File: config.mk
export PLATFORM = sky130hd
export DESIGN_NAME = noc_resp_tx
export DESIGN_NICKNAME = d
export VERILOG_FILES = /design/src/rtl/noc_pkg.sv /design/src/rtl/noc_word_serializer.sv /design/src/rtl/noc_resp_tx.sv
export SDC_FILE = /design/constraint.sdc
export NUM_CORES = 1
export LEC_CHECK = 0
export BUFFER_PORTS_ARGS = -buffer_cell sky130_fd_sc_hd__buf_2
export CORE_MARGIN = 2
export CORE_UTILIZATION = 30
export CTS_CLUSTER_SIZE = 24
export DETAILED_ROUTE_END_ITERATION = 8
export PLACE_DENSITY = 0.47
export SKIP_LAST_GASP = 1
export SYNTH_ARGS = -nofsm -noshare
export SYNTH_HDL_FRONTEND = slang
export SYNTH_HIERARCHICAL = 1
export SYNTH_SLANG_ARGS = --single-unit
File: constraint.sdc
create_clock -name clk -period 4.3 [get_ports clk]
set_input_delay 0.215 -clock clk [delete_from_list [all_inputs] [get_ports clk]]
set_output_delay 0.215 -clock clk [all_outputs]
set_load 0.05 [all_outputs]
File: src/rtl/noc_pkg.sv
// Shared NoC definitions: packet codes, legal read lengths, transmitter state.
// Imported by both the packet decoder and the response transmitter.
package noc_pkg;

  localparam logic [2:0] PKT_IDLE       = 3'b000;
  localparam logic [2:0] PKT_READ       = 3'b001;
  localparam logic [2:0] PKT_READ_RESP  = 3'b010;
  localparam logic [2:0] PKT_WRITE      = 3'b011;
  localparam logic [2:0] PKT_WRITE_RESP = 3'b100;
  localparam logic [2:0] PKT_RESERVED   = 3'b101;
  localparam logic [2:0] PKT_MESSAGE    = 3'b110;
  localparam logic [2:0] PKT_END        = 3'b111;

  localparam logic [7:0] LEN_1W = 8'h04;
  localparam logic [7:0] LEN_2W = 8'h08;
  localparam logic [7:0] LEN_3W = 8'h0C;

  typedef enum logic [2:0] {
    TX_IDLE, TX_HDR, TX_DEST, TX_LEN, TX_DATA, TX_END
  } tx_state_e;

  typedef struct packed {
    logic       kind;
    logic [7:0] dest;
    logic [7:0] len;
    logic [7:0] status;
  } tx_hdr_t;

  function automatic logic len_legal(input logic [7:0] len);
    return (len == LEN_1W) || (len == LEN_2W) || (len == LEN_3W);
  endfunction

  function automatic logic [7:0] code_byte(input logic [2:0] code);
    return {code, 5'b0};
  endfunction

endpackage

File: src/rtl/noc_word_serializer.sv
// Turns fetched 32-bit words into a gapless LSB-first byte stream. A next-word
// buffer takes the following word while the current one is still shifting out.
module noc_word_serializer (
  input  logic        clk,
  input  logic        rst,
  input  logic        cap,
  input  logic [31:0] cap_data,
  input  logic        load,
  input  logic        shift,
  output logic [7:0]  byte_nxt,
  output logic        last_byte,
  output logic        fetch_slot
);

  logic [31:0] sh_q, nb_q;
  logic [1:0]  bidx_q;

  // sh_q holds only the bytes not yet emitted; byte 0 goes straight from nb_q.
  always_ff @(posedge clk) begin
    if (!rst) begin
      sh_q   <= '0;
      nb_q   <= '0;
      bidx_q <= '0;
    end else begin
      if (cap) nb_q <= cap_data;
      if (load) begin
        sh_q   <= {8'h00, nb_q[31:8]};
        bidx_q <= 2'd0;
      end else if (shift) begin
        sh_q   <= {8'h00, sh_q[31:8]};
        bidx_q <= bidx_q + 2'd1;
      end
    end
  end

  assign byte_nxt   = load ? nb_q[7:0] : sh_q[7:0];
  assign last_byte  = (bidx_q == 2'd3);
  // Next byte out is index 1: the slot where the following word is fetched.
  assign fetch_slot = shift && (bidx_q == 2'd0);

endmodule

File: src/rtl/noc_resp_tx.sv
// NoC response transmitter: serializes READ_RESP / WRITE_RESP packets onto
// CmdR/DataR, fetching read data from the CRC register block one word ahead.
module noc_resp_tx
  import noc_pkg::*;
(
  input  logic        clk,
  input  logic        rst,
  input  logic        req_valid,
  output logic        req_ready,
  input  logic        req_kind,
  input  logic [7:0]  req_dest_id,
  input  logic [31:0] req_addr,
  input  logic [7:0]  req_len,
  input  logic [7:0]  req_status,
  output logic [31:0] crc_addr,
  output logic        crc_sel,
  output logic        crc_rw,
  input  logic [31:0] crc_data_rd,
  output logic        CmdR,
  output logic [7:0]  DataR
);

  tx_state_e   state_q, state_d;
  tx_hdr_t     req_q;
  logic        legal_q, sel_dly_q;
  logic [1:0]  nwords_q, wcnt_q;
  logic [31:0] fetch_addr_q;

  logic        accept, ser_load, ser_shift, ser_last, ser_fetch;
  logic [7:0]  ser_byte;
  logic        cmd_d, sel_d;
  logic [7:0]  data_d;
  logic [31:0] addr_d;

  assign accept    = req_valid && req_ready;
  assign crc_rw    = 1'b0;
  assign ser_shift = (state_q == TX_DATA) && !ser_last;

  always_comb begin
    state_d  = state_q;
    cmd_d    = 1'b1;
    data_d   = code_byte(PKT_IDLE);
    sel_d    = 1'b0;
    addr_d   = crc_addr;
    ser_load = 1'b0;

    case (state_q)
      TX_IDLE: if (accept) state_d = TX_HDR;
      TX_HDR:  state_d = TX_DEST;
      TX_DEST: state_d = TX_LEN;
      TX_LEN:  state_d = (!req_q.kind && legal_q) ? TX_DATA : TX_END;
      TX_DATA: if (ser_last && wcnt_q == nwords_q - 2'd1) state_d = TX_END;
      TX_END:  state_d = TX_IDLE;
      default: state_d = TX_IDLE;
    endcase

    // A word starts on entry to DATA and after every fourth byte.
    ser_load = (state_d == TX_DATA) && (state_q != TX_DATA || ser_last);

    case (state_d)
      TX_HDR:  data_d = code_byte(req_kind ? PKT_WRITE_RESP : PKT_READ_RESP);
      TX_DEST: begin cmd_d = 1'b0; data_d = req_q.dest; end
      TX_LEN:  begin
        cmd_d  = 1'b0;
        data_d = req_q.kind ? req_q.status : (legal_q ? req_q.len : 8'h00);
      end
      TX_DATA: begin cmd_d = 1'b0; data_d = ser_byte; end
      TX_END:  data_d = code_byte(PKT_END);
      default: ;
    endcase

    if (accept && !req_kind && len_legal(req_len)) begin
      sel_d  = 1'b1;
      addr_d = req_addr;
    end else if (ser_fetch && (wcnt_q + 2'd1 < nwords_q)) begin
      sel_d  = 1'b1;
      addr_d = fetch_addr_q;
    end
  end

  always_ff @(posedge clk) begin
    if (!rst) begin
      state_q      <= TX_IDLE;
      req_q        <= '0;
      legal_q      <= 1'b0;
      nwords_q     <= '0;
      wcnt_q       <= '0;
      fetch_addr_q <= '0;
      sel_dly_q    <= 1'b0;
      req_ready    <= 1'b0;
      CmdR         <= 1'b1;
      DataR        <= 8'h00;
      crc_sel      <= 1'b0;
      crc_addr     <= '0;
    end else begin
      state_q   <= state_d;
      req_ready <= (state_d == TX_IDLE);
      CmdR      <= cmd_d;
      DataR     <= data_d;
      crc_sel   <= sel_d;
      crc_addr  <= addr_d;
      sel_dly_q <= crc_sel;
      if (accept) begin
        req_q    <= '{kind: req_kind, dest: req_dest_id, len: req_len, status: req_status};
        legal_q  <= len_legal(req_len);
        nwords_q <= req_len[3:2];
      end
      // Address wraps naturally at 2^32.
      if (sel_d) fetch_addr_q <= addr_d + 32'd4;
      if (ser_load) wcnt_q <= (state_q == TX_DATA) ? wcnt_q + 2'd1 : 2'd0;
    end
  end

  noc_word_serializer u_ser (
    .clk       (clk),
    .rst       (rst),
    .cap       (sel_dly_q),
    .cap_data  (crc_data_rd),
    .load      (ser_load),
    .shift     (ser_shift),
    .byte_nxt  (ser_byte),
    .last_byte (ser_last),
    .fetch_slot(ser_fetch)
  );

endmodule

== Word-level counts from Yosys, hierarchy flattened ==
Cells that the tools add are included.
Widths: inputs -> output; s select.

* Register bits after elaboration: 167
* Bits of input ports: 92
* Output and inout bits: 44
* Word-level logic and storage cells: 77

* Add/subtract/negate cells: 4
* Order comparisons: 1
* Equal/unequal tests: 15
* Muxes and demuxes: 17
* Bitwise gates (word level): 1
* Reductions and logical operators: 21

{| class="wikitable"
|+ Operator list
! operator !! number
|-
| $mux 32 || 2
|-
| $mux 24 || 2
|-
| $pmux 8 s5 || 1
|-
| $add 32x3->32 const B || 1
|-
| $mux 8 || 3
|-
| $eq 8x4->1 const B || 2
|-
| $pmux 3 s5 || 1
|-
| $eq 3x2->1 const B || 4
|-
| $eq 3x3->1 const B || 3
|-
| $logic_and 1x1->1 || 9
|-
| $mux 3 || 3
|-
| $eq 8x3->1 const B || 1
|-
| $eq 3x1->1 const B || 2
|-
| $logic_not 3->1 || 2
|-
| $add 2x1->2 const B || 2
|-
| $mux 1 || 4
|-
| $logic_not 1->1 || 3
|-
| $logic_or 1x1->1 || 3
|-
| $ne 3x3->1 const B || 1
|-
| $reduce_or 3->1 || 1
|-
| $eq 2x2->1 || 1
|-
| $eq 2x2->1 const B || 1
|-
| $logic_not 2->1 || 1
|-
| $lt 2x2->1 || 1
|-
| other kinds (5) || 5
|}

== Logic depth before layout (Yosys ltp) ==
Gate-level depths: netlist (run 1).

* Word-level depth: 9
* Depth in mapped cells: 19
* Depth with buffers taken out: 14

== Modules after synthesis ==
Netlist (run 1), hierarchy kept.

{| class="wikitable"
|+ By module, submodules not included
! module !! instances !! cells an instance !! area an instance (sq um)
|-
| noc_resp_tx || 1 || 671 || 5475.3
|-
| noc_word_serializer || 1 || 231 || 2551.2
|}

== Worst setup path before layout (run 1) ==
No wires, ideal clock.

* Path type: register to register
* Start: register state_q[1]
* End: register fetch_addr_q[29]
* Arrival: 3651 ps
* Path slack: 575 ps
* Cell stages (with the launch flop): 18
* Period minus slack after synthesis: 3725 ps
* Cell sequence: dfxtp_1 > clkbuf_1 > nor2_1 > nand2_1 > nor2_1 > buf_6 > buf_6 > and2_1 > nor2b_1 > clkbuf_1 > and3_1 > a211oi_2 > nor4_1 > and3b_1 > buf_2 > or4b_4 > or3_1 > a31oi_1

* Longest elaborated chain between the ends: 7
* Elaborated cells on any way between the ends: 9

{| class="wikitable"
|+ Ends and longest elaborated chain
! element !! RTL line !! text
|-
| start, declared || noc_resp_tx.sv:23 || <nowiki>tx_state_e state_q, state_d;</nowiki>
|-
| start signal, assigned || noc_resp_tx.sv:96 || <nowiki>state_q <= state_d;</nowiki>
|-
| $eq 3x3->1 * || noc_resp_tx.sv:37 || <nowiki>assign ser_shift = (state_q == TX_DATA) && !ser_last;</nowiki>
|-
| $logic_and 1x1->1 * || noc_resp_tx.sv:37 ||
|-
| net ser_shift || noc_resp_tx.sv:29 || <nowiki>logic accept, ser_load, ser_shift, ser_last, ser_fetch;</nowiki>
|-
| $logic_and 1x1->1 * || noc_word_serializer.sv:39 || <nowiki>assign fetch_slot = shift && (bidx_q == 2'd0);</nowiki>
|-
| net ser_fetch || noc_resp_tx.sv:29 ||
|-
| $logic_and 1x1->1 * || noc_resp_tx.sv:75 || <nowiki>end else if (ser_fetch && (wcnt_q + 2'd1 < nwords_q)) begin</nowiki>
|-
| $mux 32 || noc_resp_tx.sv:75 ||
|-
| $mux 32 || noc_resp_tx.sv:72 || <nowiki>if (accept && !req_kind && len_legal(req_len)) begin</nowiki>
|-
| $add 32x3->32 || noc_resp_tx.sv:109 || <nowiki>if (sel_d) fetch_addr_q <= addr_d + 32'd4;</nowiki>
|-
| end signal, assigned || noc_resp_tx.sv:109 ||
|-
| end, declared || noc_resp_tx.sv:27 || <nowiki>logic [31:0] fetch_addr_q;</nowiki>
|}

The timed path passes the listed nets; every way through them passes the cells marked *.
A chain may end at the register's enable or synchronous reset.

== Worst setup path in the final report (run 1) ==
* Start: register state_q[0]
* End: register fetch_addr_q[28]

Same word-level chain as after synthesis.

==> results.yml, run 1 <==
setup_path:
  path_delay_family: "simple AND/OR/NAND/NOR gates"
  worst-path-buf-inv: 2
  crit_path_max_incr_delay_ns: 0.56
  cp.arrival_ns: 4.14
  worstPathCellList: "nor2_1, nand2_1, nor2_2, and2_1, nor2b_1, buf_4, nand2_4, buf_4, a211oi_1, nor4_2, and2_0, nand3_1, or4b_1, o211ai_1"
  critPathSlowestCell: "or4b_1"
  cp_max_fo: 20
  endpoint_kind: "flop"
  start_kind: "flop"
  critPathKind: "reg -> reg"
  critPathMostFrequentCell: "buf_4"
  crit_required_ns: 4.65
routing:
  drc: 0
  viasPerCell: 4.94
  ant_nets: 0
  drt_pass1_iterations: 5
  vias: 6704
  wl_per_cell_um: 16.6
  drt_iter0_drc: 331
  drt_wl_total_um: 22600
sta:
  post-route-period-util_pct: 87.9
  timing.setup.tns_ns: 0
  slew_violations: 0
  whs_ns: 0.0248
  clock_skew_ns: 0.0207
  rsz0062_at_grt: "false"
  setup_slack_ns: 0.519
  finalHoldViolations: 0
  fmax_mhz: 264
  relSlewSlack_pct: 31.6
  finalSetupViolCount: 0
  period_needed_ns: 3.78
  worst_pin_slew_ns: 1.03
synthesis:
  synth.top_cells.by_area: "dfxtp_1, mux2i_1, nand2_1"
  synth_nets: 999
  synth_cell_types: 67
  synth_compound_gate_area_share_pct: 15.8
  syn-instance-count: 902
  synthMuxAreaShare_pct: 8.98
  seq_area_frac_synth_pct: 41.2
  synthFlopType: "dfxtp_1"
  synth_top_area_share_pct: 41.2
  yosysWarnings: 6
  yosys.area_share.simple_pct: 25.6
  synth_edf_count: 0
  synth-xor-area-share_pct: 3.27
  synth_fa_ha_area_share_pct: 0.779
  async_flop_share_pct: 0
  synth_top_family_by_area: "simple AND/OR/NAND/NOR gates"
  synth_area_um2: 8030
  ys_seq_elements: 165
  yosysTopAreaCell: "dfxtp_1"
  syn_avg_cell_area_um2: 8.90
placement:
  placed_cells: 1321
  place_ws_ns: 0.531
  detailed_place_hpwl_um: 15800
  portBuffers: 134
  routabilityCongestion: 0.875
  placed_cell_area_um2: 8940
clock_tree:
  insertion_delay_ns: 0.44
  cts.sinks: 165
  post-cts-setup-buffers: 0
  clock_path_buffers: 2
  numCtsBuffers: 17
  cts_tree: "done"
  cts.repair.resized: 0
  root_buffer: "clkbuf_16"
  clkTransAtPathRegs_ns: 0.08
  hold_buffers: 5
  htreeDepth: 4
global_routing:
  grt-ovfl-total: 0
  grt_max_degree: 63
  grt_usage_pct: 16.0
  grt_pass1_vias: 6449
  grt_pass1_wl_um: 35400
  antenna_found_initial: 0
floorplanning:
  dieWidth_um: 168
  die_area_um2: 28100
  ioPinCount: 136
  fp.dieH_um: 168
  start_util_pct: 30.7
  rows: 59
  core_region_area_um2: 26100
power_and_ir_drop:
  total_power_mw: 3.54
  power_leakage_nw: 3.83
  p_per_area_nw_per_um2: 370
  vdd_drop_max_mv: 0.245
job:
  drv_cap: 0
final_layout:
  design_area_um2: 9570
  final_cells: 1358
  final_net_count: 1107
  antenna_cells: 0
  syn2layout_area_growth_pct: 19.2
  finish.utilization_pct: 36.6
  layout-drive-gt1-share_pct: 22.6
hold_path:
  hold_path_class: "in -> reg"
status:
  status: "completed"
## cells in the mapped netlist (6+ instances only)
master,instances
clkbuf_1,38
nand2_1,108
xnor2_1,19
nor2b_1,36
a22o_1,7
and3_1,19
a21boi_1,8
nor4_1,6
nor2_1,82
mux2_2,24
dfxtp_1,165
or3b_1,8
o211a_1,17
buf_1,6
a21oi_1,49
nand4_1,14
and2_1,15
nand3_1,13
nand2b_1,22
or3_1,6
nor4_4,6
mux2i_1,45
o211ai_1,6
xor2_1,11
o21ai_0,25
a211oi_1,23
nor3_1,23
buf_2,14
## placed cells by master, fill, tap and decap left out, types with 6 or more instances in the layout
master     instances
dfxtp_1          164
buf_2            134
nand2_1          108
nor2_1            81
a21oi_1           49
mux2i_1           45
nor2b_1           35
o21ai_0           25
mux2_2            24
a211oi_1          23
nor3_1            23
nand2b_1          22
xnor2_1           19
and3_1            19
o211a_1           17
clkbuf_16         17
buf_4             16
and2_1            15
nand4_1           14
nand3_1           13
xor2_1            11
or3b_1             8
a21boi_1           8
a22o_1             7
nor4_4             6
nor4_1             6
or3_1              6
o211ai_1           6
inv_8              6
## logic make-up (layout without fill, tap and decap cells)
family	count (synthesis)	after routing
xor gates and xnor gates	30	30
buffers and inverters	72	193
other	1	1
DFF	165	165
AOI/OAI and AO/OA	178	178
muxes	69	69
and+or+nand+nor	382	382
adders and majority gates	5	5
## metal layers
| layer | GRT usage, % | up-vias | routed length [um] |
|---|---|---|---|
| met2 | 26.9 | 123 | 11000 |
| met4 | 3.86 | 0 | 187 |
| met5 | 0 | - | 0 |
| met3 | 3.59 | 13 | 812 |
| met1 | 20.9 | 3144 | 10600 |
| li1 | - | 3424 | - |
## power by group
group | internal [mW] | switching [mW]
registers | 1.58 | 0.0461
clock network | 0.779 | 0.739
logic | 0.146 | 0.252
total | 2.51 | 1.04
## state kept, by name, indices dropped and copies added (netlist names)
signal / cells
legal_q: 1
CmdR: 1
sel_dly_q: 1
req_ready: 1
u_ser/bidx_q: 2
u_ser/nb_q: 32
DataR: 8
wcnt_q: 2
req_q: 25
u_ser/sh_q: 24
crc_addr: 32
state_q: 3
fetch_addr_q: 32
crc_sel: 1
## layout make-up
| cell class | instances | area, um^2 |
|---|---|---|
| fill | 2757 | 16600 |
| tap | 335 | 419 |
| timing repair buffer | 155 | 841 |
| clock inverter | 15 | 156 |
| multi-input combinational | 665 | 4400 |
| sequential | 165 | 3300 |
| clock buffer | 17 | 425 |
| inverter | 6 | 22.5 |
## worst register-to-register path, stage by stage (launching register included)
cell      delay, ns
dfxtp_1        0.51
nor2_1         0.14
nand2_1        0.19
nor2_2         0.05
and2_1         0.15
nor2b_1        0.13
buf_4          0.21
nand2_4        0.25
buf_4          0.34
a211oi_1       0.16
nor4_2         0.31
and2_0         0.34
nand3_1        0.29
or4b_1         0.56
o211ai_1       0.10
## worst paths after layout
| check | from | end | slack [ns] | cells past startpoint |
|---|---|---|---|---|
| worst max-delay path | state_q[0] | fetch_addr_q[28] | 0.52 | 14 |
| worst min-delay path | req_dest_id[1] | req_q[17] | 0.02 | 3 |
| worst max register to register | state_q[0] | fetch_addr_q[28] | 0.52 | 14 |
| worst min register to register | u_ser/nb_q[25] | u_ser/sh_q[17] | 0.45 | 2 |
Power figures use the tool's default switching activity.
==> inputs of run 2 (changes only) <==
- CORE_UTILIZATION: 30 -> 50
- PLACE_DENSITY: 0.47 -> 0.71
==> results.yml, run 2 (synthesis results as in run 1) <==
final_layout:
  final_cells: 1235
  layout-drive-gt1-share_pct: 22.6
  finish.utilization_pct: 59.4
  syn2layout_area_growth_pct: 16.7
  top_regs: "crc_addr: 32 flops, fetch_addr_q: 32 flops, u_ser/nb_q: 32 flops"
  multi_input_area_um2: 4400
  n_fill_cell: 1475
  regArea_um2: 3300
  layout_commonest_cell: "dfxtp_1"
  final_net_count: 1105
  antenna_cells: 0
  final_cell_mix: "dfxtp_1, buf_2, nand2_1, nor2_1, a21oi_1"
setup_path:
  cp.arrival_ns: 4.30
  start_kind: "flop"
  endpoint_kind: "flop"
  critPathKind: "reg -> reg"
  cp_max_fo: 12
  crit_required_ns: 4.65
floorplanning:
  start_util_pct: 50.9
  ioPinCount: 136
  dieWidth_um: 131
  rows: 46
  core_region_area_um2: 15800
  fp.dieH_um: 131
  die_area_um2: 17100
power_and_ir_drop:
  p_per_area_nw_per_um2: 372
  vdd_drop_max_mv: 0.308
  power_leakage_nw: 3.80
clock_tree:
  post-cts-setup-buffers: 0
  clkTransAtPathRegs_ns: 0.06
  cts.sinks: 165
  cts.repair.resized: 0
  htreeDepth: 4
  cts_tree: "done"
  insertion_delay_ns: 0.42
  hold_buffers: 0
  clock_path_buffers: 2
  numCtsBuffers: 17
  root_buffer: "clkbuf_16"
sta:
  period_needed_ns: 3.95
  finalHoldViolations: 0
  slew_violations: 0
  clock_skew_ns: 0.00881
  finalSetupViolCount: 0
  relSlewSlack_pct: 33.0
  fmax_mhz: 253
  rsz0062_at_grt: "false"
  worst_pin_slew_ns: 1.01
  timing.setup.tns_ns: 0
  post-route-period-util_pct: 91.8
global_routing:
  grt-ovfl-total: 0
  grt_max_degree: 69
  grt_pass1_wl_um: 31500
  grt_usage_pct: 23.5
  grt_pass1_vias: 6317
  antenna_found_initial: 0
routing:
  topRoutingLayerUsed: "met4"
  wl_met3_um: 1020
  drt_wl_total_um: 19900
  ant_nets: 0
  wl_met2_um: 9590
  drt_pass1_iterations: 5
  drc: 0
  viasPerCell: 5.52
  vias: 6815
  wl_per_cell_um: 16.1
  m1WireLength_um: 8960
  drt_iter0_drc: 476
placement:
  detailed_place_hpwl_um: 13700
  placed_cells: 1205
  portBuffers: 134
  routabilityCongestion: 0.905
status:
  status: "completed"
job:
  drv_cap: 0
hold_path:
  hold_path_class: "in -> reg"
run 2: changes by cell type in the layout (fill, tap and decap cells not counted), moves of 3 or more:
| cell | change |
|---|---|
| inv_8 | -6 |
| clkbuf_1 | +3 |
| buf_4 | +3 |
| inv_6 | -4 |
| dlygate4sd3_1 | -5 |
run 2: area by class of cell:
| class | instances | share of cell area, % |
|---|---|---|
| multi-input cells | 665 | 47.0 |
| inverters | 6 | 0.240 |
| well taps | 216 | 2.88 |
| flip-flops and latches | 165 | 35.3 |
| clock inverters | 9 | 1.13 |
| repair buffers | 153 | 8.68 |
| clock buffers | 21 | 4.81 |
run 2: worst paths after layout:
path | from | endpoint | slack (ns) | cells past startpoint
worst max register to register | state_q[0] | fetch_addr_q[29] | 0.35 | 13
worst min register to register | crc_sel | sel_dly_q | 0.45 | 1
worst max-delay path | state_q[0] | fetch_addr_q[29] | 0.35 | 13
worst min-delay path | req_status[6] | req_q[6] | 0.03 | 3
run 2: per-stage QoR:
stage / hold WS (ns) / cell area, um^2 / worst slack (ns) / power, mW
final: 0.0289 / 9370 / 0.354 / 3.48
after global routing: 0.0199 / 9370 / 0.0516 / 3.62
after CTS: 0.0192 / 9370 / 0.206 / 3.50
after detailed placement: 0.446 / 8810 / 0.212 / 2.05
after global placement: 0.441 / 8810 / 0.339 / 2.05
after floorplan: 0.351 / 8030 / 0.575 / 1.92
run 2: worst max-delay path: stages (launching register included):
cell      delay, ns
dfxtp_1        0.40
nor2_1         0.23
nand2_1        0.16
nor2_2         0.14
and2_1         0.16
nor2b_2        0.34
buf_4          0.28
and3_1         0.19
a211oi_2       0.06
nor4_1         0.50
and3b_1        0.36
or4b_4         0.54
or3_1          0.36
a31oi_1        0.15
run 2: power by group:
group | total [mW] | switching [mW] | leakage (nW) | internal [mW]
Clock | 1.46 | 0.603 | 0.265 | 0.861
Combinational | 0.389 | 0.245 | 2.20 | 0.144
Sequential | 1.63 | 0.0466 | 1.33 | 1.58
Total | 3.48 | 0.895 | 3.80 | 2.59
run 2: metal layers:
metal	up-vias	track usage, %
met3	30	4.23
met2	196	39.2
li1	3414	-
met1	3175	31.0
met5	-	0
met4	0	7.63
==> inputs of run 3 (changes only) <==
- ABC_CLOCK_PERIOD_IN_PS: default -> 4300
- CTS_BUF_LIST: default -> sky130_fd_sc_hd__clkbuf_8
- MAX_ROUTING_LAYER: default -> met4
==> results.yml, run 3 (synthesis results as in run 1) <==
clock_tree:
  clock_path_buffers: 2
  insertion_delay_ns: 0.47
  cts_tree: "done"
  root_buffer: "clkbuf_8"
  post-cts-setup-buffers: 0
  cts.sinks: 165
  htreeDepth: 4
  numCtsBuffers: 17
  clkTransAtPathRegs_ns: 0.08
sta:
  fmax_mhz: 257
  slew_violations: 0
  finalHoldViolations: 0
  worst_pin_slew_ns: 0.995
  post-route-period-util_pct: 90.7
  timing.setup.tns_ns: 0
  relSlewSlack_pct: 33.7
  period_needed_ns: 3.90
  clock_skew_ns: 0.0130
  setup_slack_ns: 0.402
  finalSetupViolCount: 0
  rsz0062_at_grt: "false"
setup_path:
  cp.arrival_ns: 4.29
  worst-path-buf-inv: 1
  critPathKind: "reg -> reg"
  start_kind: "flop"
  critPathSlowestCell: "or4b_4"
  cp_max_fo: 12
  path_delay_family: "simple AND/OR/NAND/NOR gates"
  crit_path_max_incr_delay_ns: 0.54
  crit_required_ns: 4.70
  endpoint_kind: "flop"
  worstPathCellList: "nor2_1, nand2_1, nor2_2, and2_1, nor2b_2, buf_4, and3_1, a211oi_2, nor4_1, and3b_1, or4b_4, or3_1, a31oi_1"
routing:
  drt_pass1_iterations: 6
  viasPerCell: 5.49
  drt_iter0_drc: 478
  wl_per_cell_um: 15.9
  ant_nets: 0
  vias: 7020
  drc: 0
  drt_wl_total_um: 20300
power_and_ir_drop:
  clockPowerShare_pct: 33.8
  power_leakage_nw: 3.90
  switching_share_pct: 28.2
  p_comb_share_pct: 13.6
  internal_power_mw: 2.22
  p_sw_mw: 0.873
  total_power_mw: 3.09
  p_per_area_nw_per_um2: 322
  vdd_drop_max_mv: 0.239
  p_seq_share_pct: 52.6
floorplanning:
  start_util_pct: 50.9
  rows: 46
  fp.dieH_um: 131
  ioPinCount: 136
  dieWidth_um: 131
  core_region_area_um2: 15800
  die_area_um2: 17100
final_layout:
  n_fill_cell: 1432
  final_net_count: 1149
  final_cell_mix: "dfxtp_1, buf_2, nand2_1, nor2_1, a21oi_1"
  antenna_cells: 0
  layout_commonest_cell: "dfxtp_1"
  top_regs: "crc_addr: 32 flops, fetch_addr_q: 32 flops, u_ser/nb_q: 32 flops"
  final_cells: 1279
  syn2layout_area_growth_pct: 19.8
  layout-drive-gt1-share_pct: 21.6
job:
  drv_cap: 0
placement:
  portBuffers: 134
  routabilityCongestion: 0.940
  placed_cells: 1204
  detailed_place_hpwl_um: 13500
  place_ws_ns: 0.309
global_routing:
  grt_max_degree: 61
  grt_usage_pct: 24.8
  grt-ovfl-total: 0
  grt_pass1_wl_um: 32100
  grt_pass1_vias: 6572
  antenna_found_initial: 0
status:
  status: "completed"
hold_path:
  hold_path_class: "in -> reg"
## run 3: area by class of cell
type / count / area, um^2 / area share [%]
well taps: 216 / 270 / 2.81
flip-flops and latches: 165 / 3300 / 34.4
repair buffers: 197 / 1260 / 13.1
clock buffers: 18 / 248 / 2.58
multi-input cells: 665 / 4400 / 45.8
clock inverters: 12 / 110 / 1.15
inverters: 6 / 22.5 / 0.234
## run 3: timing repair
action,4_1_cts,5_1_grt
endpoints found under the hold margin,45,0
hold buffers,45,0
setup endpoints to repair,0,6
gates resized for setup,0,1
## run 3: tightest hold or removal path: stages
cell and delay, ns:
buf_2 0.08, mux2i_1 0.06, nor2b_1 0.09
## run 3: per-stage QoR
step	utilization (%)	hold slack (ns)	instance area (um^2)
5_1_grt	61.0	0.0155	9610
4_1_cts	60.9	0.00128	9610
3_3_place_gp	55.8	0.440	8800
2_1_floorplan	-	0.351	8030
3_5_place_dp	55.8	0.443	8800
6_report	61.0	0.0219	9610
## run 3: power groups by stage
stage	clock [mW]	sequential (mW)	combinational (mW)
finish	1.05	1.63	0.420
global route	1.14	1.64	0.460
CTS	1.07	1.63	0.418
detailed placement	0	1.66	0.385
global placement	0	1.66	0.383
floorplan	0	1.67	0.251
## run 3: worst paths after layout
kind / from / endpoint / slack (ns) / depth (start not counted)
hold reg to reg: legal_q / legal_q / 0.45 / 2
hold / removal: crc_data_rd[13] / u_ser/nb_q[13] / 0.02 / 3
setup reg to reg: state_q[0] / fetch_addr_q[29] / 0.40 / 13
setup / recovery: state_q[0] / fetch_addr_q[29] / 0.40 / 13
## run 3: routing by layer
metal / share of wire (%) / wire [um] / track usage [%] / up-vias
met5: 0 / 0 / - / -
met4: 1.6 / 322 / 8.07 / 0
met3: 5.4 / 1100 / 4.93 / 31
met2: 48 / 9820 / 40.5 / 220
met1: 45 / 9030 / 30.9 / 3254
li1: - / - / - / 3515
